## src/rtl/pulse_monitor_pkg.sv

```systemverilog
// Shared types and defaults for the pulse monitor: FSM state encoding and default counter width.
package pulse_pkg;

  typedef enum logic [1:0] {
    IDLE = 2'd0,
    HIGH = 2'd1,
    LOW  = 2'd2
  } pm_state_t;

  localparam int PM_CNT_W_DEFAULT = 32;

endpackage

```

## src/rtl/pulse_monitor_if.sv

```systemverilog
// Pulse monitor bus: control/stimulus inputs plus measurement outputs.
interface pulse_monitor_if #(
  parameter int CNT_W = 32
);
  logic             enable;
  logic             pulse_in;
  logic [CNT_W-1:0] width_out;
  logic [CNT_W-1:0] period_out;
  logic             meas_valid;
  logic [CNT_W-1:0] pulse_count;
  logic             timeout;

  modport master (
    output enable, pulse_in,
    input  width_out, period_out, meas_valid, pulse_count, timeout
  );

  modport slave (
    input  enable, pulse_in,
    output width_out, period_out, meas_valid, pulse_count, timeout
  );
endinterface

```

## src/rtl/pulse_monitor_edge_detect.sv

```systemverilog
// One-cycle-delay edge detector; the reset value of the history bit is a parameter so a
// level already high when reset releases is not mistaken for a rising edge.
module edge_detect #(
  parameter logic PREV_RST = 1'b1
) (
  input  logic i_clk,
  input  logic i_rst,
  input  logic i_sig,
  output logic o_rise,
  output logic o_fall
);

  logic r_prev;

  always_ff @(posedge i_clk) begin
    if (i_rst) r_prev <= PREV_RST;
    else       r_prev <= i_sig;
  end

  assign o_rise = i_sig & ~r_prev;
  assign o_fall = ~i_sig & r_prev;

endmodule

```

## src/rtl/pulse_monitor.sv

```systemverilog
// Measures high width and rise-to-rise period of a same-clock pulse train, strobes each
// completed measurement, counts measurements and flags loss of pulses.
module pulse_monitor
  import pulse_pkg::*;
#(
  parameter int CNT_W   = PM_CNT_W_DEFAULT,
  parameter int TIMEOUT = 1024
) (
  input  logic           clk,
  input  logic           reset,
  pulse_monitor_if.slave bus
);

  localparam logic [CNT_W-1:0] TMO_LIM = CNT_W'(TIMEOUT);
  localparam logic [CNT_W-1:0] ONE     = CNT_W'(1);

  pm_state_t        r_state, w_next;
  logic [CNT_W-1:0] r_width_cnt, r_period_cnt;
  logic [CNT_W-1:0] w_width_nxt, w_period_nxt;
  logic [CNT_W-1:0] r_width_out, r_period_out, r_pulse_count;
  logic             r_meas_valid, r_timeout;
  logic             w_meas, w_tmo_nxt;
  logic             w_rise, w_fall;

  edge_detect #(
    .PREV_RST(1'b1)
  ) u_edge (
    .i_clk  (clk),
    .i_rst  (reset),
    .i_sig  (bus.pulse_in),
    .o_rise (w_rise),
    .o_fall (w_fall)
  );

  always_comb begin
    w_next       = r_state;
    w_width_nxt  = r_width_cnt;
    w_period_nxt = r_period_cnt;
    w_meas       = 1'b0;
    w_tmo_nxt    = r_timeout;
    if (!bus.enable) begin
      w_next       = IDLE;
      w_width_nxt  = '0;
      w_period_nxt = '0;
    end else begin
      case (r_state)
        IDLE: begin
          // First rise only arms the monitor; there is no previous pulse to report.
          if (w_rise) begin
            w_next       = HIGH;
            w_width_nxt  = ONE;
            w_period_nxt = ONE;
            w_tmo_nxt    = 1'b0;
          end
        end
        HIGH, LOW: begin
          if (w_rise) begin
            w_meas       = 1'b1;
            w_next       = HIGH;
            w_width_nxt  = ONE;
            w_period_nxt = ONE;
            w_tmo_nxt    = 1'b0;
          end else if (r_period_cnt == TMO_LIM) begin
            w_next       = IDLE;
            w_width_nxt  = '0;
            w_period_nxt = '0;
            w_tmo_nxt    = 1'b1;
          end else begin
            w_period_nxt = r_period_cnt + ONE;
            if (r_state == HIGH && bus.pulse_in) w_width_nxt = r_width_cnt + ONE;
            if (r_state == HIGH && w_fall)       w_next      = LOW;
          end
        end
        default: begin
          w_next       = IDLE;
          w_width_nxt  = '0;
          w_period_nxt = '0;
        end
      endcase
    end
  end

  always_ff @(posedge clk) begin
    if (reset) begin
      r_state       <= IDLE;
      r_width_cnt   <= '0;
      r_period_cnt  <= '0;
      r_width_out   <= '0;
      r_period_out  <= '0;
      r_pulse_count <= '0;
      r_meas_valid  <= 1'b0;
      r_timeout     <= 1'b0;
    end else begin
      r_state      <= w_next;
      r_width_cnt  <= w_width_nxt;
      r_period_cnt <= w_period_nxt;
      r_meas_valid <= w_meas;
      r_timeout    <= w_tmo_nxt;
      if (w_meas) begin
        r_width_out   <= r_width_cnt;
        r_period_out  <= r_period_cnt;
        r_pulse_count <= r_pulse_count + ONE;
      end
    end
  end

  assign bus.width_out   = r_width_out;
  assign bus.period_out  = r_period_out;
  assign bus.meas_valid  = r_meas_valid;
  assign bus.pulse_count = r_pulse_count;
  assign bus.timeout     = r_timeout;

endmodule

```

## src/flat_wrapper.sv

```systemverilog
// flat-port wrapper written by rule: the top's interface ports become plain ports
module pulse_monitor_flat import pulse_pkg::*;
#(
  parameter int CNT_W   = PM_CNT_W_DEFAULT,
  parameter int TIMEOUT = 1024
)
  (clk, reset, bus_enable, bus_pulse_in, bus_width_out, bus_period_out, bus_meas_valid, bus_pulse_count, bus_timeout);
  pulse_monitor_if #(.CNT_W(CNT_W)) bus_i ();
  input  logic clk;
  input  logic reset;
  input wire logic [$bits(bus_i.enable)-1:0] bus_enable;
  input wire logic [$bits(bus_i.pulse_in)-1:0] bus_pulse_in;
  output wire logic [$bits(bus_i.width_out)-1:0] bus_width_out;
  output wire logic [$bits(bus_i.period_out)-1:0] bus_period_out;
  output wire logic [$bits(bus_i.meas_valid)-1:0] bus_meas_valid;
  output wire logic [$bits(bus_i.pulse_count)-1:0] bus_pulse_count;
  output wire logic [$bits(bus_i.timeout)-1:0] bus_timeout;
  assign bus_i.enable = bus_enable;
  assign bus_i.pulse_in = bus_pulse_in;
  assign bus_width_out = bus_i.width_out;
  assign bus_period_out = bus_i.period_out;
  assign bus_meas_valid = bus_i.meas_valid;
  assign bus_pulse_count = bus_i.pulse_count;
  assign bus_timeout = bus_i.timeout;
  pulse_monitor #(.CNT_W(CNT_W), .TIMEOUT(TIMEOUT)) u_core (.clk(clk), .reset(reset), .bus(bus_i));
endmodule
```

## config.mk

```make
export PLATFORM = sky130hd
export DESIGN_NAME = pulse_monitor_flat
export DESIGN_NICKNAME = d
export VERILOG_FILES = /design/src/rtl/pulse_monitor_pkg.sv /design/src/rtl/pulse_monitor_if.sv /design/src/rtl/pulse_monitor_edge_detect.sv /design/src/rtl/pulse_monitor.sv /design/src/flat_wrapper.sv
export SDC_FILE = /design/constraint.sdc
export NUM_CORES = 1
export LEC_CHECK = 0
export BUFFER_PORTS_ARGS = -buffer_cell sky130_fd_sc_hd__buf_2
export CAP_MARGIN = 10
export CORE_ASPECT_RATIO = 1.25
export CORE_MARGIN = 1.5
export CORE_UTILIZATION = 40
export DETAILED_ROUTE_END_ITERATION = 7
export PLACE_DENSITY_LB_ADDON = 0.1
export SLEW_MARGIN = 20
export SYNTH_ARGS = -nofsm -noshare
export SYNTH_HDL_FRONTEND = slang
export SYNTH_SLANG_ARGS = --single-unit
export TNS_END_PERCENT = 100
```

## constraint.sdc

```tcl
create_clock -name clk -period 3.3 [get_ports clk]
set_input_delay 0.33 -clock clk [delete_from_list [all_inputs] [get_ports clk]]
set_output_delay 0.33 -clock clk [all_outputs]
set_load 0.01 [all_outputs]
```

## Yosys cells after proc, flatten, opt, wreduce, memory -nomap -nowiden

Index checks and enable logic that the tools add are counted.

| word-level totals | value |
|---|---|
| flip-flop bits (word level) | 165 |
| output and inout port bits | 98 |

| operators by class | value |
|---|---|
| equality and inequality tests | 7 |
| mux-type cells | 20 |
| bitwise logic cells | 5 |
| add/subtract/negate cells | 3 |
| reductions and logical operators | 9 |

Operators by type and width:

| kind | count |
|---|---|
| $mux 32 | 6 |
| $pmux 32 s2 | 2 |
| $add 32x1->32 const B | 3 |
| $eq 32x11->1 const B | 1 |
| $mux 2 | 4 |
| $ne 4x2->1 const B | 2 |
| $mux 1 | 6 |
| $pmux 2 s2 | 1 |
| $reduce_and 2->1 | 2 |
| $reduce_and 4->1 | 1 |
| $reduce_or 2->1 | 2 |
| $ne 3x2->1 const B | 1 |
| $not 1->1 | 3 |
| $and 1x1->1 | 2 |
| $eq 2x1->1 const B | 1 |
| $eq 2x2->1 const B | 1 |
| $logic_and 1x1->1 | 2 |
| $logic_not 2->1 | 1 |
| $ne 2x2->1 const B | 1 |
| $pmux 1 s2 | 1 |
| $reduce_bool 2->1 | 1 |

## Logic depth before layout (Yosys ltp)

| depth | value |
|---|---|
| word-level depth | 7 |
| depth in mapped cells | 11 |
| gate-level depth less buffers | 8 |

## By module

A second synthesis with hierarchy kept.

| unflattened totals | value |
|---|---|
| cell total of the unflattened synthesis | 886 |
| area, all modules | 7086.8 um^2 |

Modules (own cells, without submodules):

| module | sequential area each (um^2) | times used | area each (um^2) | cells each |
|---|---|---|---|---|
| pulse_monitor | 3283.1 | 1 | 7046.8 | 882 |
| edge_detect | 20.0 | 1 | 40.0 | 4 |

## Least setup slack after synthesis

No wires, ideal clock.

| path | value |
|---|---|
| path type | register to register |
| start | register u_core.r_state[0] |
| end | register u_core.r_pulse_count[27] (netlist: u_core.bus.pulse_count[27]) |
| arrival | 2.093 ns |
| stages on the path, launching flop included | 12 |
| period minus slack after synthesis | 2.220 ns |
| required time | 3.172 ns |
| library setup time | 0.128 ns |
| setup slack | 1.080 ns |
| cell sequence | dfxtp_1 > inv_1 > ha_1 > buf_4 > and4b_1 > buf_2 > nand4_1 > or2_1 > buf_2 > nor4_2 > xnor2_1 > nor2_1 |

| on the way | value |
|---|---|
| longest elaborated chain between the ends | 4 |
| elaborated cells between the ends (all ways) | 5 |
| classes of those cells | eq/ne (2); mux (2); reduce/logical (1) |

Ends and longest elaborated chain:

| item | RTL line | text |
|---|---|---|
| start, declared | pulse_monitor.sv:17 | `pm_state_t r_state, w_next;` |
| start signal, assigned | pulse_monitor.sv:94 | `r_state <= w_next;` |
| $eq 2x2->1 / $eq 2x1->1 (equally long branches) | pulse_monitor.sv:46 | `case (r_state)` |
| $reduce_or 2->1 (*) | pulse_monitor.sv:46 |  |
| $mux 1 (*) | pulse_monitor.sv:46 |  |
| $mux 1 (*) | pulse_monitor.sv:41 | `if (!bus.enable) begin` |
| end signal, assigned | pulse_monitor.sv:102 | `r_pulse_count <= r_pulse_count + ONE;` |
| end, declared | pulse_monitor.sv:20 | `logic [CNT_W-1:0] r_width_out, r_period_out, r_pulse_count;` |

Mark *: on every way between the ends. The rest lies on a longest branch, timed or not.
A chain may end at the register's enable or synchronous reset.

## Worst setup path after layout

| path | value |
|---|---|
| start | register u_core.r_state[0] |
| end | register u_core.r_width_cnt[25] |

| on the way | value |
|---|---|
| longest elaborated chain between the ends | 4 |
| elaborated cells between the ends (all ways) | 9 |
| classes of those cells | eq/ne (4); mux (1); reduce/logical (4) |

Ends and longest elaborated chain:

| item | RTL line | text |
|---|---|---|
| $eq 2x2->1 / $eq 2x1->1 (equally long branches) | pulse_monitor.sv:46, pulse_monitor.sv:70 |  |
| $reduce_or 2->1 / $logic_and 1x1->1 (equally long branches) | pulse_monitor.sv:46, pulse_monitor.sv:70 |  |
| $ne 4x2->1 (no line) | n/a |  |
| $reduce_and 2->1 (no line) | n/a |  |
| end signal, assigned | pulse_monitor.sv:95 | `r_width_cnt <= w_width_nxt;` |
| end, declared | pulse_monitor.sv:18 | `logic [CNT_W-1:0] r_width_cnt, r_period_cnt;` |

Several ways; a longest one is shown, not always the timed one.

==> flow_summary.toml <==
[run_status]
status = "finished clean"

[routing]
routed_via_density = 5.30
ant_nets = 0
drt-pass1-iter-count = 5
drc = 0
vias = 6515
routed_wl_um = 18400
drt-wirelength-per-cell_um = 15.0
dr.first_iter.drc_count = 354

[floorplanning]
design.core.area_um2 = 17600
die_w_um = 124
rows = 54
start_util_pct = 41.2
die_area_um2 = 19000
io_pins = 102
dieHeight_um = 154

[placed_design]
gp_congestion = 0.847
place_ws_ns = 0.605
hpwl_um = 12600
io_buffers = 101

[setup_path]
endpoint_kind = "register"
cp-start-kind = "register"
arrival_ns = 3.09
rr_worst_depth = 6
critPathMaxStageDelay_ns = 0.83
crit_buf_inv = 1
worst_r2r_endpoint = "u_core.r_width_cnt[25]$_SDFFE_PP0P_"
cp_top_family = "simple AND/OR/NAND/NOR gates"
r2r_slack_ns = 0.58
critPathKind = "register to register"
path_max_fanout = 14
critPathSlowestCell = "or4_1"
cp_data_required_time_ns = 3.67
reg2reg_from = "u_core.r_state[0]$_SDFFE_PP0P_"
worstPathCellList = "inv_1 -> ha_1 -> nand3b_1 -> or4_1 -> nor4_1 -> a31o_1"

[final_layout]
num-fill-cells = 1802
finalNetCount = 1005
multi_input_area_um2 = 3680
syn2layout_area_growth_pct = 16.7
drive_above_1_share_pct = 16.0
n_antenna_cell = 0
seq_area_um2 = 3300

[pwr]
vdd_drop_max_mv = 0.391
power.density_nw_per_um2 = 461
leakage_nw = 3.04

[yosys]
synth_edf_count = 0
synth_top_family_by_area = "simple AND/OR/NAND/NOR gates"
seq_area_frac_synth_pct = 45.5
synth.most_common_cell = "nand2_1"
postSynthAreaPerCell_um2 = 7.97
synthDistinctLibCells = 53
yosys_most_used_dff = "dfxtp_1"
synthMuxAreaShare_pct = 0.155
synthCells = 911
synth_xor_xnor_area_share_pct = 6.03
yosysWarnings = 0
async_flop_share_pct = 0
netlist_top_cells_count = "nand2_1, dfxtp_1, a21oi_1"
syn_nets = 923
synth-simple-area-share_pct = 30.9
synth_top_area_share_pct = 45.5
synth-adder-area-share_pct = 1.38
synth_top_area_cell = "dfxtp_1"
ys_ff_latch = 165
synth_compound_area_share_pct = 12.1
synth_area_um2 = 7260
ys_top_cells_by_area = "dfxtp_1, nand2_1, a21oi_1"

[grt]
grt_first_pass_wirelength_um = 29700
track_usage_pct = 19.6
antenna_found_initial = 0
grt_max_degree = 99
grt_pass1_vias = 5961
grt_overflow = 0

[timing]
hold_violations = 0
rsz0062_at_grt = "false"
relSlewSlack_pct = 30.2
fin_ws_ns = 0.581
setup_viol = 0
min_period_ns = 2.72
fin_crit_sh_pct = 82.4
final.setup.tns_ns = 0
finalMaxSlewViolations = 0
tightest_slew_ns = 1.05
fmax_mhz = 368
finClkSkew_ns = 0.0112

[cts]
root_buffer = "clkbuf_16"
cts-buffers-inserted = 17
clk_pin_slew_ns = 0.07
clkSinkCount = 165
htree_levels = 4
cts_tree = "yes"
post_cts_resize_count = 0
post_cts_buffers = 0
holdBufCountCts = 0
clk_latency_ns = 0.42
max-clock-path-buffers = 2

[hold_path]
hold_path_class = "input port to register"
min_path_cells = 2
hold_end = "u_core.u_edge.r_prev$_SDFF_PP1_"
holdCritStartpoint = "bus_pulse_in"

[job]
max-cap-violations = 0
-- cells by family (layout without fill, tap and decap cells) --
family / after synthesis / count (layout)
adder cells (fa/ha/maj): 8 / 8
XOR/XNOR: 50 / 50
flip-flops: 165 / 165
buffers and inverters: 69 / 164
AND/OR/NAND/NOR: 460 / 460
multiplexers: 1 / 1
AO/OA/AOI/OAI: 158 / 158
-- sequential cells by signal (all words and copies together), names as in the netlist --
signal	cells
u_core.r_width_cnt	32
u_core.bus.pulse_count	32
u_core.u_edge.r_prev	1
u_core.bus.width_out	32
u_core.bus.meas_valid	1
u_core.bus.timeout	1
u_core.bus.period_out	32
u_core.r_period_cnt	32
u_core.r_state	2
-- worst reg2reg max path, delay by kind of cell (launching register included) --
kind / cells / cell delay (ns)
flops: 1 / 0.40
buf+inv: 1 / 0.06
fa+ha+maj: 1 / 0.45
simple gates: 3 / 1.63
compound gates: 1 / 0.14
-- routing by layer --
metal / routed length (um) / global-route usage, %
met1: 8270 / 25.0
met2: 9100 / 32.8
met3: 698 / 3.67
met4: 368 / 6.68
met5: 0 / 0
-- where the power goes --
| part | internal, mW | switching (mW) | total (mW) |
|---|---|---|---|
| Clock | 0.987 | 0.840 | 1.83 |
| Combinational | 0.0178 | 0.0637 | 0.0815 |
| Sequential | 1.99 | 0.00235 | 1.99 |
| Total | 3.00 | 0.906 | 3.90 |
-- cell usage in the layout (no fill, tap or decap), types with 5 or more instances in the layout --
| cell | count |
|---|---|
| a31oi_1 | 13 |
| or4_1 | 5 |
| nand2_1 | 188 |
| and2_1 | 5 |
| dfxtp_1 | 165 |
| ha_1 | 8 |
| nor4_1 | 11 |
| clkbuf_16 | 17 |
| buf_2 | 100 |
| o21ai_0 | 29 |
| or3_1 | 26 |
| xnor2_1 | 25 |
| nor2b_1 | 6 |
| nor3_1 | 18 |
| a21oi_1 | 90 |
| nand4_1 | 30 |
| inv_1 | 19 |
| xor2_1 | 25 |
| nor2_1 | 72 |
| buf_4 | 13 |
| nand3_1 | 46 |
| and3_1 | 19 |
| and4_1 | 9 |
-- metrics by stage --
stage	hold slack, ns	instances	utilization, %	instance area, um^2	power, mW
detailed placement	0.444	1198	45.0	7930	2.12
CTS	0.145	1230	48.1	8470	3.96
global route	0.167	1230	48.1	8470	4.03
floorplan	0.437	911	-	7260	2.10
finish	0.165	1230	48.1	8470	3.90
global placement	0.441	1198	45.0	7930	2.12
-- final cells by class --
cell class,instances,area share [%]
multi-input combinational,677,43.4
sequential,165,39.0
timing repair buffer,113,7.06
clock buffer,18,5.18
tap,224,3.31
clock inverter,14,1.23
inverter,19,0.842
-- worst max path at each step --
| stage | startpoint | to | depth (start not counted) |
|---|---|---|---|
| global placement | u_core.r_state[0]$_SDFFE_PP0P_ | u_core.r_width_cnt[23]$_SDFFE_PP0P_ | 5 |
| floorplan | u_core.r_state[0]$_SDFFE_PP0P_ | u_core.bus.pulse_count[27]$_SDFFE_PP0P_ | 11 |
| CTS | u_core.r_state[0]$_SDFFE_PP0P_ | u_core.r_width_cnt[31]$_SDFFE_PP0P_ | 6 |
| detailed placement | u_core.r_state[0]$_SDFFE_PP0P_ | u_core.r_width_cnt[30]$_SDFFE_PP0P_ | 6 |
| global route | u_core.r_state[0]$_SDFFE_PP0P_ | u_core.r_width_cnt[27]$_SDFFE_PP0P_ | 8 |
| finish | u_core.r_state[0]$_SDFFE_PP0P_ | u_core.r_width_cnt[25]$_SDFFE_PP0P_ | 6 |
Note: power is estimated with default switching activity, not from simulation.
